## config.mk

```make
export PLATFORM = sky130hd
export DESIGN_NAME = manchester_frame_rx
export DESIGN_NICKNAME = d
export VERILOG_FILES = /design/src/rtl/manchester_frame_rx.sv
export SDC_FILE = /design/constraint.sdc
export NUM_CORES = 1
export LEC_CHECK = 0
export CORE_MARGIN = 2
export CORE_UTILIZATION = 32
export CTS_CLUSTER_SIZE = 12
export DETAILED_ROUTE_END_ITERATION = 10
export DONT_BUFFER_PORTS = 1
export PLACE_DENSITY_LB_ADDON = 0.25
export SKIP_CTS_REPAIR_TIMING = 1
export SYNTH_ARGS = -nofsm -noshare
export SYNTH_HDL_FRONTEND = slang
export SYNTH_SLANG_ARGS = --single-unit
```

## constraint.sdc

```tcl
create_clock -name clk16x -period 6.1 [get_ports clk16x]
set_input_delay 1.22 -clock clk16x [delete_from_list [all_inputs] [get_ports clk16x]]
set_output_delay 1.22 -clock clk16x [all_outputs]
set_load 0.03 [all_outputs]
```

## src/rtl/manchester_frame_rx.sv

```systemverilog
// Frame deframer behind the Manchester decoder: sync hunt, length/payload/checksum parse, store-and-forward drain.
// Optional MFRX_STATS_EN adds saturating frame ok/error counters (stat_ok_o, stat_err_o).
module manchester_frame_rx #(
    parameter logic [7:0]  SYNC_BYTE    = 8'hD5,
    parameter int unsigned MAX_LEN      = 16,
    parameter int unsigned IDLE_TIMEOUT = 4096
) (
    input  logic        clk16x,
    input  logic        reset,
    input  logic [7:0]  rx_data_i,
    input  logic        rx_valid_i,
    input  logic        rx_err_i,
    output logic [7:0]  out_data_o,
    output logic        out_valid_o,
    input  logic        out_ready_i,
    output logic        out_last_o,
    output logic        frame_ok_o,
    output logic        frame_err_o,
    output logic [2:0]  err_code_o
`ifdef MFRX_STATS_EN
    ,
    output logic [15:0] stat_ok_o,
    output logic [15:0] stat_err_o
`endif
);
    localparam int unsigned IW    = $clog2(MAX_LEN + 1);
    localparam int unsigned AW    = (MAX_LEN > 1) ? $clog2(MAX_LEN) : 1;
    localparam int unsigned DEPTH = 1 << AW;
    localparam int unsigned TW    = $clog2(IDLE_TIMEOUT + 1);

    localparam logic [TW-1:0] IDLE_LAST = TW'(IDLE_TIMEOUT - 1);
    localparam logic [7:0]    MAX_LEN_B = 8'(MAX_LEN);

    localparam logic [2:0] ERR_LEN     = 3'd1;
    localparam logic [2:0] ERR_CSUM    = 3'd2;
    localparam logic [2:0] ERR_LINE    = 3'd3;
    localparam logic [2:0] ERR_TIMEOUT = 3'd4;
    localparam logic [2:0] ERR_OVERRUN = 3'd5;

    typedef enum logic [2:0] {S_HUNT, S_LEN, S_PAYLOAD, S_CSUM, S_DRAIN} state_t;

    state_t        state_q, state_d;
    logic [IW-1:0] last_q, last_d;
    logic [IW-1:0] idx_q, idx_d;
    logic [IW-1:0] rd_q, rd_d;
    logic [7:0]    sum_q, sum_d;
    logic [TW-1:0] idle_q, idle_d;
    logic [7:0]    mem_q [DEPTH];

    logic [7:0] out_data_d;
    logic       out_valid_d, out_last_d, frame_ok_d, frame_err_d, wr_en;
    logic [2:0] err_code_d;

    logic in_frame, take, line_err, timeout, len_bad, csum_ok, hs;

    // Error beats a coincident byte; a coincident byte beats the timeout.
    assign in_frame = (state_q == S_LEN) || (state_q == S_PAYLOAD) || (state_q == S_CSUM);
    assign take     = rx_valid_i && !rx_err_i;
    assign line_err = in_frame && rx_err_i;
    assign timeout  = in_frame && !rx_valid_i && !rx_err_i && (idle_q == IDLE_LAST);
    assign len_bad  = (rx_data_i == 8'h00) || (rx_data_i > MAX_LEN_B);
    assign csum_ok  = 8'(sum_q + rx_data_i) == 8'h00;
    assign hs       = out_valid_o && out_ready_i;

    always_ff @(posedge clk16x) begin
        if (reset) state_q <= S_HUNT;
        else       state_q <= state_d;
    end

    always_comb begin
        state_d = state_q;
        unique case (state_q)
            S_HUNT:    if (rx_valid_i && rx_data_i == SYNC_BYTE) state_d = S_LEN;
            S_LEN:     if (line_err || timeout) state_d = S_HUNT;
                       else if (take) state_d = len_bad ? S_HUNT : S_PAYLOAD;
            S_PAYLOAD: if (line_err || timeout) state_d = S_HUNT;
                       else if (take && idx_q == last_q) state_d = S_CSUM;
            S_CSUM:    if (line_err || timeout) state_d = S_HUNT;
                       else if (take) state_d = csum_ok ? S_DRAIN : S_HUNT;
            S_DRAIN:   if (hs && rd_q == last_q) state_d = S_HUNT;
            default:   state_d = S_HUNT;
        endcase
    end

    always_comb begin
        last_d      = last_q;
        idx_d       = idx_q;
        rd_d        = rd_q;
        sum_d       = sum_q;
        idle_d      = '0;
        wr_en       = 1'b0;
        out_data_d  = out_data_o;
        out_valid_d = out_valid_o;
        out_last_d  = out_last_o;
        frame_ok_d  = 1'b0;
        frame_err_d = 1'b0;
        err_code_d  = err_code_o;

        if (in_frame && !rx_valid_i) idle_d = idle_q + TW'(1);

        if (line_err) begin
            frame_err_d = 1'b1;
            err_code_d  = ERR_LINE;
        end else if (timeout) begin
            frame_err_d = 1'b1;
            err_code_d  = ERR_TIMEOUT;
        end else begin
            unique case (state_q)
                S_LEN: if (take) begin
                    last_d = IW'(rx_data_i - 8'd1);
                    sum_d  = rx_data_i;
                    idx_d  = '0;
                    if (len_bad) begin
                        frame_err_d = 1'b1;
                        err_code_d  = ERR_LEN;
                    end
                end
                S_PAYLOAD: if (take) begin
                    wr_en = 1'b1;
                    sum_d = 8'(sum_q + rx_data_i);
                    idx_d = idx_q + IW'(1);
                end
                S_CSUM: if (take) begin
                    if (csum_ok) begin
                        frame_ok_d  = 1'b1;
                        out_valid_d = 1'b1;
                        out_data_d  = mem_q[0];
                        out_last_d  = (last_q == '0);
                        rd_d        = '0;
                    end else begin
                        frame_err_d = 1'b1;
                        err_code_d  = ERR_CSUM;
                    end
                end
                S_DRAIN: begin
                    if (rx_valid_i) begin
                        frame_err_d = 1'b1;
                        err_code_d  = ERR_OVERRUN;
                    end
                    if (hs) begin
                        if (rd_q == last_q) begin
                            out_valid_d = 1'b0;
                            out_last_d  = 1'b0;
                        end else begin
                            rd_d       = rd_q + IW'(1);
                            out_data_d = mem_q[AW'(rd_q + IW'(1))];
                            out_last_d = ((rd_q + IW'(1)) == last_q);
                        end
                    end
                end
                default: ;
            endcase
        end
    end

    always_ff @(posedge clk16x) begin
        if (reset) begin
            last_q      <= '0;
            idx_q       <= '0;
            rd_q        <= '0;
            sum_q       <= '0;
            idle_q      <= '0;
            out_data_o  <= '0;
            out_valid_o <= 1'b0;
            out_last_o  <= 1'b0;
            frame_ok_o  <= 1'b0;
            frame_err_o <= 1'b0;
            err_code_o  <= '0;
        end else begin
            last_q      <= last_d;
            idx_q       <= idx_d;
            rd_q        <= rd_d;
            sum_q       <= sum_d;
            idle_q      <= idle_d;
            out_data_o  <= out_data_d;
            out_valid_o <= out_valid_d;
            out_last_o  <= out_last_d;
            frame_ok_o  <= frame_ok_d;
            frame_err_o <= frame_err_d;
            err_code_o  <= err_code_d;
        end
    end

    // Payload buffer holds no control state, so it is left out of reset.
    always_ff @(posedge clk16x) begin
        if (wr_en) mem_q[AW'(idx_q)] <= rx_data_i;
    end

`ifdef MFRX_STATS_EN
    always_ff @(posedge clk16x) begin
        if (reset) begin
            stat_ok_o  <= '0;
            stat_err_o <= '0;
        end else begin
            if (frame_ok_d && stat_ok_o != 16'hFFFF)   stat_ok_o  <= stat_ok_o + 16'd1;
            if (frame_err_d && stat_err_o != 16'hFFFF) stat_err_o <= stat_err_o + 16'd1;
        end
    end
`endif

endmodule

```

==> qor.yml, run 1 <==
crit_slowest_cell: "ha_1"
wire_per_inst_um: 20.3
synth-edff-count: 128
p_per_area_nw_per_um2: 301
synth_seq_cells: 182
grt_max_degree: 38
startpoint_type: "flop"
cp_cell_sequence: "buf_4 -> ha_1 -> buf_4 -> mux4_2 -> mux2i_1 -> o221ai_1 -> nand2_1 -> mux2i_1"
fmax_mhz: 316
h-tree-depth: 4
die-height_um: 166
max_stage_delay_ns: 0.69
clock_sinks: 182
synth_flop_cell: "edfxtp_1"
yosys_warnings: 0
cts.clk_slew.worst_paths_ns: 0.07
dr.pass1.iters: 5
yosysTopAreaCellShare: 0.459
cts_tree: "yes"
port_buffers: 0
grt_usage: 0.147
grt_pass1_wl_um: 30700
run_status: "finished clean"
synth-seq-area-share: 0.588
post-synth-top-count-cell: "edfxtp_1"
route.detailed.drc: 0
peakVddDrop_mv: 0.190
cp_num_buf_inv: 2
period_minus_slack_ns: 3.16
drv_slew: 0
synthTopCellsByArea: "edfxtp_1 (46%), dfxtp_1 (13%), mux4_2 (8.6%)"
yosys.area.top_type: "edfxtp_1"
clk_path_buf_depth: 2
crit_path_end_kind: "flop"
synth_fp_nets: 671
worst_hold_path_type: "reg -> reg"
clk_latency_ns: 0.43
finClkSkew_ns: 0.0104
crit_fanout: 37
area_growth_pct: 10.8
syn-cell-area_sq_um: 8380
ys_types: 60
vias_per_cell: 5.22
arrival_ns: 3.45
postRouteAntennaNets: 0
slew_headroom: 0.156
hold_viol: 0
crit_type: "reg -> reg"
grt_overflow: 0
drive_gt1_frac: 0.147
worst_slew_pin_slew_ns: 1.26
die_w_um: 166
nets: 663
io_pins: 28
antenna_found_initial: 0
start_util: 0.323
avgSynthCellArea_sq_um: 13.0
gp_congestion: 0.793
holdWs_ns: 0.476
cts-root-buf: "clkbuf_16"
rsz0062_at_grt: "no"
worst_path_dominant_cell_family: "buffers and inverters"
place_hpwl_um: 13000
finalSetupTns_ns: 0
p_total_uw: 2790
cts_made_buffers: 17
vias: 5128
synth_cells: 642
cap_violations: 0
antennaDiodeCount: 0
p_leak_uw: 0.00315
grt_pass1_vias: 5091
drt-initial-drc-count: 491
core-area_sq_um: 25900
synth_common_cells: "edfxtp_1 (128), nand2_1 (69), nor2_1 (58)"
period_share: 0.519
die-area_sq_um: 27500
routed_wl_um: 19900
required_ns: 6.39
setup_viol: 0
ys_async_sr_fraction: 0
fp-row-count: 59
## kinds of logic (layout without fill, tap and decap cells)
logic type	Yosys count	in the layout	synth area share
XOR/XNOR	34	34	0.0387
adder cells (fa/ha/maj)	16	16	0.0248
AND/OR/NAND/NOR	210	210	0.121
multiplexers	60	60	0.120
flip-flops	182	182	0.588
AO/OA/AOI/OAI	91	91	0.0799
buffers and inverters	49	54	0.0284
## registers in the layout (all words and copies together), names as in the netlist
name,count
err_code_o,3
frame_err_o,1
frame_ok_o,1
idle_q,13
idx_q,5
last_q,5
mem_q,128
out_data_o,8
out_last_o,1
out_valid_o,1
rd_q,5
state_q,3
sum_q,8
## cell type report
class,instances,area (sq um)
well taps,335,419
fillers,2442,16600
clock buffers,17,425
flip-flops and latches,182,4930
repair buffers,9,67.6
multi-input cells,411,3220
clock inverters,15,166
inverters,13,48.8
## power by group
part	internal (uW)	total, uW	switching, uW
Sequential	1340	1390	50.1
Combinational	105	284	179
Clock	617	1110	497
Total	2060	2790	726
## path summary, 6_finish.rpt
check,cells past startpoint,startpoint,slack [ns],to
hold reg to reg,1,idle_q[0],0.48,idle_q[0]
hold / removal,1,idle_q[0],0.48,idle_q[0]
setup / recovery,8,rd_q[0],2.94,out_data_o[4]
setup reg to reg,8,rd_q[0],2.94,out_data_o[4]
## worst register-to-register path, stage by stage, from the launching register on
cell      delay (ns)
dfxtp_2         0.31
buf_4           0.56
ha_1            0.69
buf_4           0.45
mux4_2          0.36
mux2i_1         0.23
o221ai_1        0.22
nand2_1         0.12
mux2i_1         0.08
## stage by stage
step,setup slack [ns],util,instances,area [sq um]
global route,2.65,0.358,982,9280
finish,2.94,0.358,982,9280
global placement,2.60,0.335,950,8690
floorplan,3.08,-,642,8380
detailed placement,2.57,0.335,950,8690
CTS,2.79,0.358,982,9280
## routing by layer
layer | vias up | track usage | part of all wire | wire, um
li1 | 2402 | - | - | -
met1 | 2587 | 0.191 | 0.44 | 8720
met2 | 118 | 0.248 | 0.51 | 10100
met3 | 21 | 0.0291 | 0.041 | 809
met4 | 0 | 0.0442 | 0.015 | 290
met5 | - | 0 | 0 | 0
## layout by cell type (no fill, tap or decap), types with 3 or more instances in the layout
| cell | count |
|---|---|
| edfxtp_1 | 128 |
| nand2_1 | 69 |
| nor2_1 | 58 |
| dfxtp_1 | 53 |
| mux4_2 | 32 |
| mux2i_1 | 27 |
| a21oi_1 | 23 |
| xnor2_1 | 19 |
| nand3_1 | 17 |
| clkbuf_16 | 17 |
| nor3_1 | 16 |
| ha_1 | 15 |
| inv_1 | 13 |
| xor2_1 | 13 |
| o21ai_0 | 12 |
| a211oi_1 | 10 |
| o221ai_1 | 9 |
| buf_4 | 9 |
| nand4_1 | 8 |
| a31oi_1 | 6 |
| a21o_1 | 6 |
| or3_1 | 6 |
| nor2b_1 | 5 |
| a311oi_1 | 5 |
| nand2b_1 | 4 |
| inv_6 | 4 |
| inv_8 | 4 |
| and3_1 | 3 |
| nor4_1 | 3 |
| and2_1 | 3 |
| o211a_1 | 3 |
| and3b_1 | 3 |
| clkinv_2 | 3 |
(Power assumes the default switching activity.)
==> inputs of run 2 (changes only) <==
==> constraint.sdc (replaced) <==
create_clock -name clk16x -period 3.2 [get_ports clk16x]
set_input_delay 0.64 -clock clk16x [delete_from_list [all_inputs] [get_ports clk16x]]
set_output_delay 0.64 -clock clk16x [all_outputs]
set_load 0.03 [all_outputs]
==> run 2 against run 1 <==
Maximum frequency increased by 21%; non-clock buffer count rose by 18; clock skew grew 0.0032 ns; die area did not move.
==> qor.yml, run 2 (synthesis gave the netlist of run 1 again) <==
rsz0062_at_grt: "no"
grt_max_degree: 35
grt_overflow: 0
cts_made_buffers: 17
grt_pass1_wl_um: 30400
core-area_sq_um: 25900
crit_path_end_kind: "flop"
routed_wl_um: 19700
vias_per_cell: 5.14
run_status: "finished clean"
cts.clk_slew.worst_paths_ns: 0.07
antennaDiodeCount: 0
die-area_sq_um: 27500
p_total_uw: 5180
fp-row-count: 59
top_regs: "mem_q: 128 flops, idle_q: 13 flops"
gp_congestion: 0.881
register_area_sq_um: 4930
period_minus_slack_ns: 2.62
dr.pass1.iters: 5
route.detailed.drc: 0
largest_reg_flops: 128
fmax_mhz: 382
drive_gt1_frac: 0.164
peakVddDrop_mv: 0.358
drv_slew: 0
vias: 5140
required_ns: 3.52
slew_headroom: 0.505
startpoint_type: "flop"
cts_tree: "yes"
clk_path_buf_depth: 2
crit_fanout: 12
clock_sinks: 182
io_pins: 28
antenna_found_initial: 0
start_util: 0.323
postRouteAntennaNets: 0
cap_violations: 0
die-height_um: 166
worst_slew_pin_slew_ns: 0.742
drt-initial-drc-count: 356
regMostFlops: "mem_q"
multiInputGateArea_sq_um: 3210
layout_commonest_cell: "edfxtp_1"
clk_latency_ns: 0.43
wire_per_inst_um: 19.7
nets: 681
finClkSkew_ns: 0.0135
place_hpwl_um: 13300
setup_viol: 0
h-tree-depth: 4
final_cell_mix: "edfxtp_1 (128), nand2_1 (69), nor2_1 (58)"
area_growth_pct: 12.1
cts-root-buf: "clkbuf_16"
arrival_ns: 2.93
finalSetupTns_ns: 0
fill_cells: 2456
hold_viol: 0
period_share: 0.818
grt_usage: 0.146
p_per_area_nw_per_um2: 552
worst_hold_path_type: "in -> reg"
port_buffers: 0
die_w_um: 166
p_leak_uw: 0.00320
crit_type: "reg -> reg"
grt_pass1_vias: 5018
## run 2: cell count changes in the layout (fill, tap and decap cells not counted), sizes merged
cell,delta
inv,-3
clkinvlp,+4
buf,+18
bufinv,-2
clkinv,-2
clkbuf,+3
## run 2: area by class of cell
class,count,area share
flip-flops and latches,182,0.525
multi-input cells,411,0.342
clock buffers,20,0.0465
well taps,335,0.0446
repair buffers,27,0.0243
clock inverters,12,0.0124
inverters,13,0.00520
## run 2: metrics by stage
stage,std cells,setup WS (ns),utilization,hold WS [ns],instance area (sq um)
floorplan,642,0.760,-,0.430,8380
global placement,968,0.311,0.341,0.442,8840
detailed placement,968,0.248,0.341,0.468,8840
CTS,1000,0.589,0.362,0.247,9390
global route,1000,0.443,0.362,0.248,9390
finish,1000,0.582,0.362,0.268,9390
## run 2: report_power, final
part | internal [uW] | switching [uW] | total (uW)
combinational | 207 | 340 | 547
clock | 1030 | 961 | 1990
sequential | 2560 | 94.7 | 2650
## run 2: worst paths after layout
path,start,endpoint,slack [ns],cells after the start
worst max-delay path,sum_q[6],rd_q[3],0.58,7
worst min-delay path,reset,state_q[0],0.27,1
worst max register to register,sum_q[6],rd_q[3],0.58,7
worst min register to register,idle_q[0],idle_q[0],0.48,1
## run 2: worst max-delay path, stage by stage, from the launching register on
cell and delay, ns:
dfxtp_1 0.32, ha_1 0.47, nor4b_2 0.32, a2111oi_2 0.08
and3b_1 0.23, o211a_4 0.18, a31oi_4 0.52, mux2_1 0.37
## run 2: metal layers
metal  vias up  global-route usage  routed length (um)
met5         -                   0                   0
met4         0              0.0465                 274
met3        19              0.0243                 638
met2        91               0.247                9840
met1      2593               0.192                8940
li1       2437                   -                   -
==> inputs of run 3 (changes only) <==
==> constraint.sdc (replaced) <==
create_clock -name clk16x -period 2.45 [get_ports clk16x]
set_input_delay 0.49 -clock clk16x [delete_from_list [all_inputs] [get_ports clk16x]]
set_output_delay 0.49 -clock clk16x [all_outputs]
set_load 0.03 [all_outputs]
==> run 3 against run 2 <==
Maximum frequency rose by 13%; final area up 1.3%; total power is 33% higher; critical path type unchanged; critical endpoint is now frame_err_o; highest routed layer unchanged.
==> qor.yml, run 3 (synthesis gave the netlist of run 1 again) <==
regMostFlops: "mem_q"
grt_overflow: 0
cap_violations: 0
period_minus_slack_ns: 2.31
worst_path_dominant_cell_family: "compound AO/OA/AOI/OAI gates"
crit_type: "reg -> reg"
startpoint_type: "flop"
top_regs: "mem_q: 128 flops, idle_q: 13 flops"
drive_gt1_frac: 0.180
required_ns: 2.78
place_hpwl_um: 12900
r2r_cells: 8
h-tree-depth: 4
grt_pass1_vias: 5223
die-area_sq_um: 27500
arrival_ns: 2.63
slew_headroom: 0.525
area_growth_pct: 13.5
nets: 691
grt_max_degree: 35
max_stage_delay_ns: 0.42
p_leak_uw: 0.00329
routed.top_layer: "met4"
worst_hold_path_type: "in -> reg"
route.detailed.drc: 0
post-place-ws_ns: -0.0687
m1WireLength_um: 8590
cp_cell_sequence: "ha_1 -> a21oi_1 -> a21oi_1 -> nor4_1 -> o211a_4 -> buf_4 -> nand3_1 -> a31o_2"
antenna_found_initial: 0
drv_slew: 0
dr_wl_met3_um: 537
setup_ws_ns: 0.142
period_share: 0.942
run_status: "finished clean"
port_buffers: 0
cp_num_buf_inv: 1
setup_viol: 0
clk_latency_ns: 0.43
io_pins: 28
clock_sinks: 182
largest_reg_flops: 128
core-area_sq_um: 25900
clk_path_buf_depth: 2
finish.utilization: 0.367
antennaDiodeCount: 0
dr.pass1.iters: 5
hold_depth: 1
finClkSkew_ns: 0.0121
cts-root-buf: "clkbuf_16"
crit_path_end_kind: "flop"
dr_wl_met2_um: 9970
drt-initial-drc-count: 310
routed_wl_um: 19300
fp-row-count: 59
postRouteAntennaNets: 0
cts_tree: "yes"
rsz0062_at_grt: "no"
crit_cells: 8
final_cell_mix: "edfxtp_1 (128), nand2_1 (69), nor2_1 (58)"
worst_slew_pin_slew_ns: 0.712
crit_top_cell: "a21oi_1"
crit_fanout: 5
crit_slowest_cell: "nor4_1"
vias: 5201
cts.clk_slew.worst_paths_ns: 0.07
grt_usage: 0.143
die_w_um: 166
fmax_mhz: 433
die-height_um: 166
hold_viol: 0
peakVddDrop_mv: 0.528
wire_per_inst_um: 19.2
start_util: 0.323
p_per_area_nw_per_um2: 727
cts_made_buffers: 17
grt_pass1_wl_um: 30300
layout_commonest_cell: "edfxtp_1"
vias_per_cell: 5.15
gp_congestion: 0.836
==> run 3: worst paths after layout <==
path                      end       from  slack (ns)
hold / removal     state_q[1]      reset        0.12
setup reg to reg  frame_err_o   sum_q[2]        0.14
setup / recovery  frame_err_o   sum_q[2]        0.14
hold reg to reg     idle_q[0]  idle_q[0]        0.49
==> run 3: report_power, final <==
part / internal (uW) / switching (uW) / total [uW] / leakage (uW)
Combinational: 302 / 455 / 758 / 0.00142
Clock: 1450 / 1270 / 2710 / 0.000281
Sequential: 3340 / 104 / 3440 / 0.00159
==> run 3: area by class of cell <==
class                   instances  area [sq um]
fillers                      2477         16400
inverters                      13          48.8
clock buffers                  17           425
clock inverters                14           159
flip-flops and latches        182          4930
multi-input cells             411          3210
repair buffers                 37           319
well taps                     335           419
==> run 3: through the flow <==
stage,power (uW),area (sq um),hold slack (ns),cells,setup TNS [ns]
final,6920,9510,0.118,1009,0
after global routing,7200,9510,0.101,1009,0
after CTS,6980,9510,0.0991,1009,0
after detailed placement,4270,8920,0.469,978,-0.482
after global placement,4250,8920,0.444,978,-0.0591
after floorplan,4070,8380,0.430,642,0
==> run 3: per-layer routing <==
metal | vias to the layer above | GRT usage
met1 | 2665 | 0.181
met4 | 0 | 0.0420
li1 | 2446 | -
met5 | - | 0
met3 | 17 | 0.0267
met2 | 73 | 0.251
